**src/rtl/mem_bus_ctrl_pkg.sv**
```systemverilog
// mem_bus_ctrl_pkg: bus command encoding, tag-table entry type and table size
package mem_bus_ctrl_pkg;
  localparam int MEM_TAGS = 16;
  typedef enum logic [1:0] {BUS_NONE = 2'd0, BUS_LOAD = 2'd1, BUS_STORE = 2'd2} BUS_COMMAND;
  typedef enum logic {OWN_IC = 1'b0, OWN_DC = 1'b1} MEM_OWNER;
  typedef struct packed {
    logic       valid;
    MEM_OWNER   owner;
    logic [31:0] addr;
  } MEM_TAG_ENTRY;
endpackage

```
**src/rtl/mem_tag_table.sv**
```systemverilog
// mem_tag_table: 16-entry tag-indexed record of in-flight loads (one alloc port, one read+clear port)
module mem_tag_table
  import mem_bus_ctrl_pkg::*;
(
  input  logic                clock,
  input  logic                reset,
  input  logic                alloc_en,
  input  logic [3:0]          alloc_tag,
  input  MEM_OWNER            alloc_owner,
  input  logic [31:0]         alloc_addr,
  input  logic [3:0]          ret_tag,
  output logic                ret_hit,
  output MEM_OWNER            ret_owner,
  output logic [31:0]         ret_addr,
  output logic [MEM_TAGS-1:0] valid_vec,
  output logic [3:0]          count
);
  MEM_TAG_ENTRY entry_q [MEM_TAGS];
  MEM_TAG_ENTRY entry_d [MEM_TAGS];
  assign ret_hit   = (ret_tag != 4'd0) && entry_q[ret_tag].valid;
  assign ret_owner = entry_q[ret_tag].owner;
  assign ret_addr  = entry_q[ret_tag].addr;
  // clear the returning tag first so a same-tag allocate in the same cycle wins
  always_comb begin
    entry_d = entry_q;
    if (ret_hit) entry_d[ret_tag].valid = 1'b0;
    if (alloc_en) entry_d[alloc_tag] = {1'b1, alloc_owner, alloc_addr};
  end
  // valid vector and popcount; tag 0 means "no tag" on the bus so it is never counted
  always_comb begin
    valid_vec = '0;
    count = '0;
    for (int i = 1; i < MEM_TAGS; i++) begin
      valid_vec[i] = entry_q[i].valid;
      count = count + 4'(entry_q[i].valid);
    end
  end
  // table state; reset drops every in-flight entry
  always_ff @(posedge clock or posedge reset)
    if (reset) for (int i = 0; i < MEM_TAGS; i++) entry_q[i] <= '0;
    else entry_q <= entry_d;
endmodule

```
**src/rtl/mem_bus_ctrl.sv**
```systemverilog
// mem_bus_ctrl: icache/dcache arbiter onto the tagged memory bus with tag-routed returns (optional MEM_BUS_STATS_EN counters)
module mem_bus_ctrl
  import mem_bus_ctrl_pkg::*;
#(
  parameter int MAX_OUTSTANDING = 15,
  parameter int STARVE_LIMIT    = 8
) (
  input  logic        clock,
  input  logic        reset,
  input  logic        dc_req_valid,
  input  logic [1:0]  dc_req_cmd,
  input  logic [31:0] dc_req_addr,
  input  logic [63:0] dc_req_data,
  output logic        dc_req_ready,
  input  logic        ic_req_valid,
  input  logic [31:0] ic_req_addr,
  output logic        ic_req_ready,
  output logic        dc_resp_valid,
  output logic [31:0] dc_resp_addr,
  output logic [63:0] dc_resp_data,
  output logic        ic_resp_valid,
  output logic [31:0] ic_resp_addr,
  output logic [63:0] ic_resp_data,
  output logic [1:0]  proc2mem_command,
  output logic [31:0] proc2mem_addr,
  output logic [63:0] proc2mem_data,
  input  logic [3:0]  mem2proc_response,
  input  logic [63:0] mem2proc_data,
  input  logic [3:0]  mem2proc_tag,
  output logic        stray_tag_err
`ifdef MEM_BUS_STATS_EN
  ,
  output logic [63:0] stat_loads,
  output logic [63:0] stat_stores,
  output logic [63:0] stat_busy_cycles
`endif
);
  logic [7:0] starve_q, starve_d;
  logic stray_q, stray_d;
  logic full, dc_store, dc_load, ic_load, sel_ic, sel_dc, accept, alloc_en, collide, ret_hit;
  logic [3:0] count;
  logic [MEM_TAGS-1:0] valid_vec;
  MEM_OWNER ret_owner;
  logic [31:0] ret_addr;
  mem_tag_table u_tags (
    .clock(clock), .reset(reset),
    .alloc_en(alloc_en), .alloc_tag(mem2proc_response),
    .alloc_owner(sel_ic ? OWN_IC : OWN_DC), .alloc_addr(proc2mem_addr),
    .ret_tag(mem2proc_tag), .ret_hit(ret_hit), .ret_owner(ret_owner), .ret_addr(ret_addr),
    .valid_vec(valid_vec), .count(count)
  );
  // arbitration: store > dc load > ic load, ic forced once starved; loads blocked when the table is full
  always_comb begin
    full = int'(count) >= MAX_OUTSTANDING;
    dc_store = dc_req_valid && dc_req_cmd == BUS_STORE;
    dc_load = dc_req_valid && dc_req_cmd == BUS_LOAD && !full;
    ic_load = ic_req_valid && !full;
    sel_ic = ic_load && (int'(starve_q) >= STARVE_LIMIT || !(dc_store || dc_load));
    sel_dc = !sel_ic && (dc_store || dc_load);
    accept = mem2proc_response != 4'd0;
    dc_req_ready = sel_dc && accept;
    ic_req_ready = sel_ic && accept;
    proc2mem_command = sel_ic ? BUS_LOAD : sel_dc ? (dc_store ? BUS_STORE : BUS_LOAD) : BUS_NONE;
    proc2mem_addr = sel_ic ? ic_req_addr : sel_dc ? dc_req_addr : '0;
    proc2mem_data = (sel_dc && dc_store) ? dc_req_data : '0;
    alloc_en = accept && (sel_ic || (sel_dc && !dc_store));
    collide = alloc_en && valid_vec[mem2proc_response] && !(ret_hit && mem2proc_tag == mem2proc_response);
  end
  assign dc_resp_valid = ret_hit && ret_owner == OWN_DC;
  assign ic_resp_valid = ret_hit && ret_owner == OWN_IC;
  assign dc_resp_addr = ret_addr;
  assign ic_resp_addr = ret_addr;
  assign dc_resp_data = mem2proc_data;
  assign ic_resp_data = mem2proc_data;
  assign stray_tag_err = stray_q;
  // starve counter saturates while ic is refused; stray error is sticky on unmatched return or tag reuse
  always_comb begin
    starve_d = (ic_req_valid && !ic_req_ready) ? (starve_q == 8'hff ? starve_q : starve_q + 8'd1) : 8'd0;
    stray_d = stray_q || (mem2proc_tag != 4'd0 && !ret_hit) || collide;
  end
  // control state registers
  always_ff @(posedge clock or posedge reset)
    if (reset) begin
      starve_q <= '0;
      stray_q <= 1'b0;
    end else begin
      starve_q <= starve_d;
      stray_q <= stray_d;
    end
`ifdef MEM_BUS_STATS_EN
  logic [63:0] loads_q, loads_d, stores_q, stores_d, busy_q, busy_d;
  // counts accepted loads, accepted stores and cycles where memory refused the issued request
  always_comb begin
    loads_d = loads_q + 64'(alloc_en);
    stores_d = stores_q + 64'(accept && sel_dc && dc_store);
    busy_d = busy_q + 64'((sel_ic || sel_dc) && !accept);
  end
  // statistics registers
  always_ff @(posedge clock or posedge reset)
    if (reset) begin
      loads_q <= '0;
      stores_q <= '0;
      busy_q <= '0;
    end else begin
      loads_q <= loads_d;
      stores_q <= stores_d;
      busy_q <= busy_d;
    end
  assign stat_loads = loads_q;
  assign stat_stores = stores_q;
  assign stat_busy_cycles = busy_q;
`endif
endmodule

```
**config.mk**
```make
export PLATFORM = sky130hd
export DESIGN_NAME = mem_bus_ctrl
export DESIGN_NICKNAME = d
export VERILOG_FILES = /design/src/rtl/mem_bus_ctrl_pkg.sv /design/src/rtl/mem_tag_table.sv /design/src/rtl/mem_bus_ctrl.sv
export SDC_FILE = /design/constraint.sdc
export NUM_CORES = 1
export LEC_CHECK = 0
export BUFFER_PORTS_ARGS = -buffer_cell sky130_fd_sc_hd__buf_2
export CAP_MARGIN = 0
export CELL_PAD_IN_SITES_DETAIL_PLACEMENT = 1
export CELL_PAD_IN_SITES_GLOBAL_PLACEMENT = 1
export CORE_MARGIN = 8
export CORE_UTILIZATION = 47
export DETAILED_ROUTE_END_ITERATION = 12
export PLACE_DENSITY = 0.81
export SYNTH_ARGS = -nofsm -noshare
export SYNTH_HDL_FRONTEND = slang
export SYNTH_SLANG_ARGS = --single-unit
```
**constraint.sdc**
```tcl
create_clock -name clock -period 25.2 [get_ports clock]
set_input_delay 7.56 -clock clock [delete_from_list [all_inputs] [get_ports clock]]
set_output_delay 7.56 -clock clock [all_outputs]
set_load 0.05 [all_outputs]
```
==> results of run 1 <==
==> through the flow <==
step	utilization (%)	worst slack [ps]	instances
floorplan	-	2180	1913
global placement	48.5	6310	2667
detailed placement	48.5	6010	2667
CTS	51.6	5990	2766
global route	51.6	5700	2769
finish	51.6	5870	2770
==> power groups by stage <==
stage | Clock (mW) | Combinational, mW | Sequential, mW
after global routing | 0.873 | 2.19 | 1.47
after floorplan | 0 | 1.69 | 1.36
final | 0.827 | 2.06 | 1.44
after global placement | 0 | 1.95 | 1.39
after CTS | 0.844 | 2.07 | 1.43
after detailed placement | 0 | 2.05 | 1.44
==> metal layers <==
metal | share of wire [%] | up-vias | track usage [%]
met2 | 51 | 640 | 44.5
met3 | 6.1 | 228 | 5.21
met4 | 4.2 | 10 | 11.0
li1 | - | 6852 | -
met1 | 38 | 9026 | 31.2
met5 | 0.073 | - | 0
==> registers in the layout (all words and copies together) (netlist names) <==
name	count
starve_q	8
u_tags.entry_q	529
u_tags.valid_vec	15
stray_tag_err	1
==> cell usage after synthesis (3+ instances only) <==
| master | instances | share of area [%] |
|---|---|---|
| sky130_fd_sc_hd__buf_4 | 181 | 4.8 |
| sky130_fd_sc_hd__and3_1 | 9 | 0.20 |
| sky130_fd_sc_hd__dfrtp_1 | 553 | 49 |
| sky130_fd_sc_hd__buf_6 | 14 | 0.56 |
| sky130_fd_sc_hd__nor3_1 | 5 | 0.089 |
| sky130_fd_sc_hd__clkbuf_2 | 7 | 0.13 |
| sky130_fd_sc_hd__inv_1 | 56 | 0.75 |
| sky130_fd_sc_hd__nand3_2 | 4 | 0.14 |
| sky130_fd_sc_hd__nand2b_1 | 10 | 0.22 |
| sky130_fd_sc_hd__and4_1 | 3 | 0.094 |
| sky130_fd_sc_hd__mux4_2 | 174 | 14 |
| sky130_fd_sc_hd__o311ai_1 | 30 | 0.94 |
| sky130_fd_sc_hd__clkbuf_1 | 72 | 0.96 |
| sky130_fd_sc_hd__nor2_1 | 17 | 0.23 |
| sky130_fd_sc_hd__nand3_1 | 10 | 0.18 |
| sky130_fd_sc_hd__and2_1 | 66 | 1.5 |
| sky130_fd_sc_hd__xnor2_1 | 6 | 0.19 |
| sky130_fd_sc_hd__nand2_2 | 3 | 0.067 |
| sky130_fd_sc_hd__nor2b_1 | 5 | 0.11 |
| sky130_fd_sc_hd__mux2i_1 | 3 | 0.11 |
| sky130_fd_sc_hd__mux2_2 | 484 | 19 |
| sky130_fd_sc_hd__fa_1 | 9 | 0.64 |
| sky130_fd_sc_hd__mux2_4 | 9 | 0.48 |
| sky130_fd_sc_hd__buf_1 | 19 | 0.25 |
| sky130_fd_sc_hd__o22ai_2 | 31 | 1.4 |
| sky130_fd_sc_hd__o21ai_0 | 14 | 0.25 |
| sky130_fd_sc_hd__ha_1 | 8 | 0.36 |
| sky130_fd_sc_hd__nand2_1 | 16 | 0.21 |
| sky130_fd_sc_hd__mux2_1 | 3 | 0.12 |
| sky130_fd_sc_hd__buf_2 | 59 | 1.1 |
==> path summary, 6_finish.rpt <==
path	from	endpoint	slack, ps	cells after the start
max	dc_req_valid	proc2mem_data[42]	5870	9
max reg2reg	u_tags.valid_vec[2]	u_tags.entry_q[84]	18210	16
min	u_tags.entry_q[528]	u_tags.entry_q[528]	370	0
max in group asynchronous	reset	u_tags.entry_q[13]	14820	5
min reg2reg	u_tags.entry_q[528]	u_tags.entry_q[528]	370	0
min in group asynchronous	reset	stray_tag_err	7100	2
==> cell usage in the layout, fill, tap and decap left out, types with 9 or more instances in the layout <==
master | netlist | routed
sky130_fd_sc_hd__dfrtp_1 | 553 | 553
sky130_fd_sc_hd__mux2_2 | 484 | 484
sky130_fd_sc_hd__buf_2 | 59 | 306
sky130_fd_sc_hd__mux4_2 | 174 | 174
sky130_fd_sc_hd__and2_1 | 66 | 65
sky130_fd_sc_hd__clkbuf_16 | 0 | 57
sky130_fd_sc_hd__inv_1 | 56 | 55
sky130_fd_sc_hd__o22ai_2 | 31 | 31
sky130_fd_sc_hd__o311ai_1 | 30 | 30
sky130_fd_sc_hd__buf_4 | 181 | 24
sky130_fd_sc_hd__nor2_1 | 17 | 17
sky130_fd_sc_hd__nand2_1 | 16 | 16
sky130_fd_sc_hd__clkbuf_8 | 0 | 16
sky130_fd_sc_hd__o21ai_0 | 14 | 14
sky130_fd_sc_hd__clkbuf_1 | 72 | 14
sky130_fd_sc_hd__nand2b_1 | 10 | 10
sky130_fd_sc_hd__mux2_4 | 9 | 9
sky130_fd_sc_hd__fa_1 | 9 | 9
==> cell type report <==
type	count	share of cell area, %
flip-flops and latches	553	45.4
multi-input cells	952	38.9
repair buffers	333	5.77
clock buffers	87	5.58
well taps	773	3.17
inverters	56	0.715
clock inverters	12	0.394
diodes	4	0.0329
==> kinds of logic (layout without fill, tap and decap cells) <==
family	Yosys count	after routing	share of synthesized area [%]
adder cells (fa/ha/maj)	17	17	1.00
AO/OA/AOI/OAI	93	93	3.20
AND/OR/NAND/NOR	162	162	3.47
multiplexers	673	673	34.1
flip-flops	553	553	49.4
other	0	4	0
buffers and inverters	408	488	8.56
XOR/XNOR	7	7	0.246
==> worst register-to-register path: stages (launching register included) <==
cell and delay, ps:
sky130_fd_sc_hd__dfrtp_1 430, sky130_fd_sc_hd__ha_1 320, sky130_fd_sc_hd__inv_1 90, sky130_fd_sc_hd__fa_1 450, sky130_fd_sc_hd__fa_1 530, sky130_fd_sc_hd__fa_1 440, sky130_fd_sc_hd__fa_1 490, sky130_fd_sc_hd__inv_1 40
sky130_fd_sc_hd__ha_1 220, sky130_fd_sc_hd__fa_1 480, sky130_fd_sc_hd__xnor2_2 280, sky130_fd_sc_hd__a2111oi_4 100, sky130_fd_sc_hd__buf_4 330, sky130_fd_sc_hd__nor4_1 960, sky130_fd_sc_hd__and2_2 720, sky130_fd_sc_hd__buf_4 570
sky130_fd_sc_hd__mux2_2 410
==> out/summary.log, run 1 <==
[cts] total of cells resized after clock tree synthesis 0
[timing] RSZ-0062 raised after global routing no
[global_routing] largest net degree at the start of global routing 159
[synth] net count after synthesis 2136
[timing] Final period util 76.7%
[detailed_routing] routed vias/inst 6.05
[global_routing] global-route wire length before repair 130000 microns
[final_layout] multi-input gate area in the final layout 11900 sq um
[cts] clock transition time at the flip-flop clock pins of the worst setup and hold paths 60 ps
[synth] ys flop type sky130_fd_sc_hd__dfrtp_1
[pwr] Final Power 4.32 mW
[final_layout] final std cell area, no fill 30500 sq um
[critical_path] largest stage delay on the critical path 1030 ps
[final_layout] count of nets after finishing 2176
[floorplan] Die X 260 microns
[global_routing] via count of the first global-routing pass 18.9k
[timing] # setup viols final 0
[critical_path] crit path capture type output pin
[global_routing] overall global routing resource usage 25.8%
[critical_path] sequence of cells on the critical path buf_2, nand2b_1, o31ai_4, buf_4, or3_2, buf_4, and4b_2, and2_1, buf_2
[final_layout] Sequential cell area 13800 sq um
[pwr] Int Pwr 2.48 mW
[timing] final critical delay including setup and external delays 19330 ps
[placement] number of buffers inserted by port buffering 308
[synth] mean instance size in the synthesized netlist 14.6 sq um
[cts] post-CTS setup-driven buffer insertion count 0
[flow_run] Max-Cap Viols 0
[critical_path] category of the most critical setup path in2out
[synth] Netlist Area Pre-Place 28000 sq um
[cts] clock tree from TritonCTS done
[timing] Worst Tran Pin Value 1270 ps
[critical_path] highest net fanout along the worst path 65
[detailed_routing] iteration count of the initial detailed-routing pass 5
[global_routing] GR Overflow Total 0
[detailed_routing] via count 16.8k
[synth] number of flops mapped to enable cells by yosys 0
[cts] Num CTS Buffers 57
[floorplan] # IOs 501
[final_layout] layout cell share with drive strength beyond 1 57.4%
[pwr] leakage power of the design 14.5 nW
[timing] highest clock frequency the design can meet 51.7 MHz
[critical_path] critical path launch point type input pin
[synth] Synth warnings 0
[pwr] total power divided by cell area 142 nW/um^2
[final_layout] area added between synthesis and finish 8.73%
[critical_path] Critical Path RT 17640 ps
[pwr] Seq pwr share 33.3%
[synth] Async SR Flop Fraction 100%
[synth] flops & latches, synth 553
[floorplan] Total Die Area 67700 sq um
[worst_hold_path] Worst Hold Class reg2reg
[critical_path] highest-delay cell along the critical path sky130_fd_sc_hd__and4b_2
[floorplan] core area 59000 sq um
[placement] DPL Wire Length 55000 microns
[floorplan] Placement Rows 89
[placement] area post-placement 28600 sq um
[pwr] net switching power figure 1.84 mW
[timing] count of final max-slew check failures 0
[cts] Root Buffer sky130_fd_sc_hd__clkbuf_16
[pwr] maximum vdd ir drop 0.000152 V
[final_layout] number of fill cells in the layout 5685
[cts] H-tree Lvls 2
[detailed_routing] Total Routed Length 87100 microns
[cts] Skew-Pair Late Insertion Delay 620 ps
[detailed_routing] number of DRC violations after detailed routing 0
[synth] Synth Instances 1913
[detailed_routing] routed wire length per instance 31.5 microns
[timing] worst hold slack after final layout 375 ps
[detailed_routing] drt initial violations 991
[cts] hold buffer count at CTS 0
[timing] setup_tns 0 ps
[synth] distinct cell type count of the synthesized netlist 58
[run_status] result of the run complete, no violations
[timing] Final Skew 27.1 ps
[pwr] fraction of power consumed by the clock network 19.1%
[cts] clock net sink count 553
[global_routing] antenna violations before repair 22
[detailed_routing] Detail Route Antenna Nets 0
[floorplan] Initial Util 47.5%
[synth] share of the yosys chip area belonging to registers 49.4%
[critical_path] cell family with most CP delay buffers and inverters
[critical_path] critical path buffer and inverter count 4
[cts] number of buffers on the longest clock path 3
[pwr] proportion of total power due to net switching 42.6%
[floorplan] die span in y 260 microns
[timing] worst-case headroom to the max-slew limit 15.3%
[placement] last weighted congestion value of the routability-driven placer 0.787
[critical_path] critical path arrival 11770 ps
[timing] number of hold violations in the final report 0
[pwr] Gate power share 47.6%
Note: power is estimated with default switching activity, not from simulation.
==> run 2, diff against run 1 <==
--- a/config.mk
+++ b/config.mk
@@ -5,12 +5,13 @@
 export SDC_FILE = /design/constraint.sdc
 export NUM_CORES = 1
 export LEC_CHECK = 0
+export ABC_AREA = 1
 export BUFFER_PORTS_ARGS = -buffer_cell sky130_fd_sc_hd__buf_2
 export CAP_MARGIN = 0
 export CELL_PAD_IN_SITES_DETAIL_PLACEMENT = 1
 export CELL_PAD_IN_SITES_GLOBAL_PLACEMENT = 1
 export CORE_MARGIN = 8
-export CORE_UTILIZATION = 47
+export CORE_UTILIZATION = 42
 export DETAILED_ROUTE_END_ITERATION = 12
 export PLACE_DENSITY = 0.81
 export SYNTH_ARGS = -nofsm -noshare
==> constraint.sdc (replaced) <==
create_clock -name clock -period 18.35 [get_ports clock]
set_input_delay 5.505 -clock clock [delete_from_list [all_inputs] [get_ports clock]]
set_output_delay 5.505 -clock clock [all_outputs]
set_load 0.05 [all_outputs]
==> out/summary.log, run 2 <==
[critical_path] highest-delay cell along the critical path sky130_fd_sc_hd__nand2_2
[critical_path] category of the most critical setup path in2out
[synth] Async SR Flop Fraction 100%
[final_layout] area added between synthesis and finish 9.46%
[cts] total of cells resized after clock tree synthesis 0
[final_layout] final core occ 46.1%
[detailed_routing] iteration count of the initial detailed-routing pass 5
[floorplan] Placement Rows 94
[global_routing] largest net degree at the start of global routing 220
[final_layout] number of fill cells in the layout 7868
[final_layout] register ranked first by flip-flop count u_tags.entry_q
[synth] share of the yosys chip area belonging to registers 50.3%
[timing] RSZ-0062 raised after global routing no
[critical_path] Critical Path RT 12840 ps
[synth] Synth Instances 3314
[timing] number of hold violations in the final report 0
[pwr] maximum vdd ir drop 0.000189 V
[cts] Num CTS Buffers 59
[placement] number of buffers inserted by port buffering 308
[floorplan] Die X 272 microns
[cts] clock tree from TritonCTS done
[timing] count of final max-slew check failures 0
[timing] final critical delay including setup and external delays 14400 ps
[critical_path] library cell appearing most often on the critical path sky130_fd_sc_hd__nand2_2
[global_routing] overall global routing resource usage 27.4%
[detailed_routing] number of DRC violations after detailed routing 0
[final_layout] ANT cells 0
[run_status] result of the run complete, no violations
[placement] area post-placement 28200 sq um
[placement] Post-Place Setup Slack 4020 ps
[floorplan] Initial Util 42.1%
[final_layout] multi-input gate area in the final layout 10700 sq um
[synth] most common library cells after synthesis sky130_fd_sc_hd__nand2_1 (926), sky130_fd_sc_hd__dfrtp_1 (553), sky130_fd_sc_hd__nand3_1 (364)
[synth] Netlist Area Pre-Place 27500 sq um
[final_layout] layout cell share with drive strength beyond 1 14.9%
[critical_path] largest stage delay on the critical path 780 ps
[floorplan] core area 65300 sq um
[timing] # setup viols final 0
[global_routing] global-route wire length before repair 160000 microns
[flow_run] Max-Cap Viols 0
[detailed_routing] via count 24.7k
[timing] Final period util 78.5%
[detailed_routing] Total Routed Length 104000 microns
[final_layout] top library cells by usage in the layout, fill and taps aside sky130_fd_sc_hd__nand2_1 (919), sky130_fd_sc_hd__dfrtp_1 (553), sky130_fd_sc_hd__nand3_1 (362)
[synth] mean instance size in the synthesized netlist 8.30 sq um
[critical_path] highest net fanout along the worst path 65
[global_routing] antenna violations before repair 2
[floorplan] # IOs 501
[final_layout] number of flip-flops under the largest register name 529
[critical_path] cell family with most CP delay simple AND/OR/NAND/NOR gates
[synth] Synth warnings 0
[synth] number of flops mapped to enable cells by yosys 0
[placement] DPL Wire Length 59900 microns
[timing] Final Skew 27.3 ps
[synth] flops & latches, synth 553
[cts] number of buffers on the longest clock path 3
[placement] last weighted congestion value of the routability-driven placer 0.835
[global_routing] GR Overflow Total 0
[global_routing] via count of the first global-routing pass 25.8k
[cts] Skew-Pair Late Insertion Delay 640 ps
[cts] clock transition time at the flip-flop clock pins of the worst setup and hold paths 60 ps
[critical_path] critical path buffer and inverter count 3
[critical_path] sequence of cells on the critical path buf_2, nand2_1, nor2_1, nand2_2, nand2_2, nand2_2, nand2_4, nand4_1, buf_4, nor2_1, buf_2
[final_layout] Sequential cell area 13800 sq um
[floorplan] Total Die Area 73900 sq um
[final_layout] count of nets after finishing 3502
[critical_path] critical path arrival 8900 ps
[synth] biggest area consumer among synthesized cells sky130_fd_sc_hd__dfrtp_1
[timing] setup_tns 0 ps
[cts] post-CTS setup-driven buffer insertion count 0
[cts] clock net sink count 553
[cts] Root Buffer sky130_fd_sc_hd__clkbuf_16
[timing] highest clock frequency the design can meet 69.4 MHz
[detailed_routing] drt initial violations 2522
[pwr] total power divided by cell area 182 nW/um^2
[synth] cell with the most instances after synthesis sky130_fd_sc_hd__nand2_1
[detailed_routing] routed wire length per instance 24.8 microns
[critical_path] crit path capture type output pin
[synth] ys flop type sky130_fd_sc_hd__dfrtp_1
[timing] worst-case headroom to the max-slew limit 16.2%
[synth] Synth area leaders sky130_fd_sc_hd__dfrtp_1 (50%), sky130_fd_sc_hd__nand2_1 (13%), sky130_fd_sc_hd__a22oi_1 (7.3%)
[detailed_routing] routed vias/inst 5.89
[synth] net count after synthesis 3537
[cts] hold buffer count at CTS 0
[synth] distinct cell type count of the synthesized netlist 32
[synth] Yosys top cell area share 50.3%
[timing] Final WS setup 3950 ps
[critical_path] critical path launch point type input pin
[timing] Worst Tran Pin Value 1260 ps
[final_layout] final std cell area, no fill 30100 sq um
[final_layout] commonest non-fill, non-tap cell in the layout sky130_fd_sc_hd__nand2_1
[floorplan] die span in y 272 microns
[cts] H-tree Lvls 2
[detailed_routing] Detail Route Antenna Nets 0
[pwr] leakage power of the design 15.4 nW
[timing] worst hold slack after final layout 377 ps
[worst_hold_path] Worst Hold Class reg2reg
-- run 2: cell types whose count changed after synthesis, moves of 94 or more --
cell,before,now
sky130_fd_sc_hd__o21ai_1,1,168
sky130_fd_sc_hd__mux2_2,484,0
sky130_fd_sc_hd__nor2_1,17,111
sky130_fd_sc_hd__a22oi_1,1,266
sky130_fd_sc_hd__nand3_1,10,364
sky130_fd_sc_hd__nand2_1,16,926
sky130_fd_sc_hd__mux4_2,174,0
sky130_fd_sc_hd__a21oi_1,2,132
-- run 2: worst reg2reg max path: stages (launching register included) --
cell                      delay [ps]
sky130_fd_sc_hd__dfrtp_1         430
sky130_fd_sc_hd__ha_1            300
sky130_fd_sc_hd__inv_1            50
sky130_fd_sc_hd__fa_1            450
sky130_fd_sc_hd__fa_1            520
sky130_fd_sc_hd__fa_1            440
sky130_fd_sc_hd__fa_1            490
sky130_fd_sc_hd__inv_1            40
sky130_fd_sc_hd__ha_1            220
sky130_fd_sc_hd__fa_1            550
sky130_fd_sc_hd__o21ai_1          60
sky130_fd_sc_hd__nor2_1          110
sky130_fd_sc_hd__nand3_1         130
sky130_fd_sc_hd__nand2_2         160
sky130_fd_sc_hd__nand2_2         540
sky130_fd_sc_hd__nand2_2         950
sky130_fd_sc_hd__nand2_4         330
sky130_fd_sc_hd__nand2_4         390
sky130_fd_sc_hd__nand3_2        1030
sky130_fd_sc_hd__nand2_1         370
sky130_fd_sc_hd__nand2_1          90
-- run 2: report_power, final --
group	internal, mW	switching, mW	leakage [nW]
clock network	0.672	0.512	0.944
logic	0.614	1.68	7.13
registers	1.71	0.298	7.31
total	2.99	2.49	15.4
-- run 2: per-layer routing --
metal	global-route usage (%)	part of all wire, %
met5	0	0.013
met1	37.4	42
met4	10.5	3.8
met2	43.2	46
met3	5.10	8.2
-- run 2: stage by stage --
| step | power (mW) | std cells |
|---|---|---|
| 6_report | 5.48 | 4189 |
| 5_1_grt | 5.81 | 4189 |
| 4_1_cts | 5.48 | 4189 |
| 3_5_place_dp | 4.28 | 4082 |
| 3_3_place_gp | 4.20 | 4082 |
| 2_1_floorplan | 3.73 | 3314 |
-- run 2: area by class of cell --
type,count,share of cell area [%]
clock buffers,89,5.85
clock inverters,18,0.441
inverters,158,2.00
multi-input cells,2153,35.7
flip-flops and latches,553,46.0
well taps,864,3.59
repair buffers,354,6.44
-- run 2: path summary, 6_finish.rpt --
kind / cells after the start / slack [ps] / start / to
hold / removal: 0 / 380 / u_tags.entry_q[519] / u_tags.entry_q[519]
setup reg to reg: 20 / 10560 / u_tags.valid_vec[1] / u_tags.entry_q[163]
max in group asynchronous: 5 / 11000 / reset / u_tags.entry_q[457]
min in group asynchronous: 3 / 5090 / reset / starve_q[0]
setup / recovery: 11 / 3950 / dc_req_valid / proc2mem_data[31]
hold reg to reg: 0 / 380 / u_tags.entry_q[519] / u_tags.entry_q[519]
-- run 2: cell families after synthesis --
| family | after synthesis | share of synthesized area, % |
|---|---|---|
| AOI/OAI and AO/OA | 634 | 14.4 |
| xor gates and xnor gates | 3 | 0.0956 |
| adders and majority gates | 17 | 1.02 |
| buffers and inverters | 608 | 11.0 |
| DFF | 553 | 50.3 |
| and+or+nand+nor | 1499 | 23.2 |
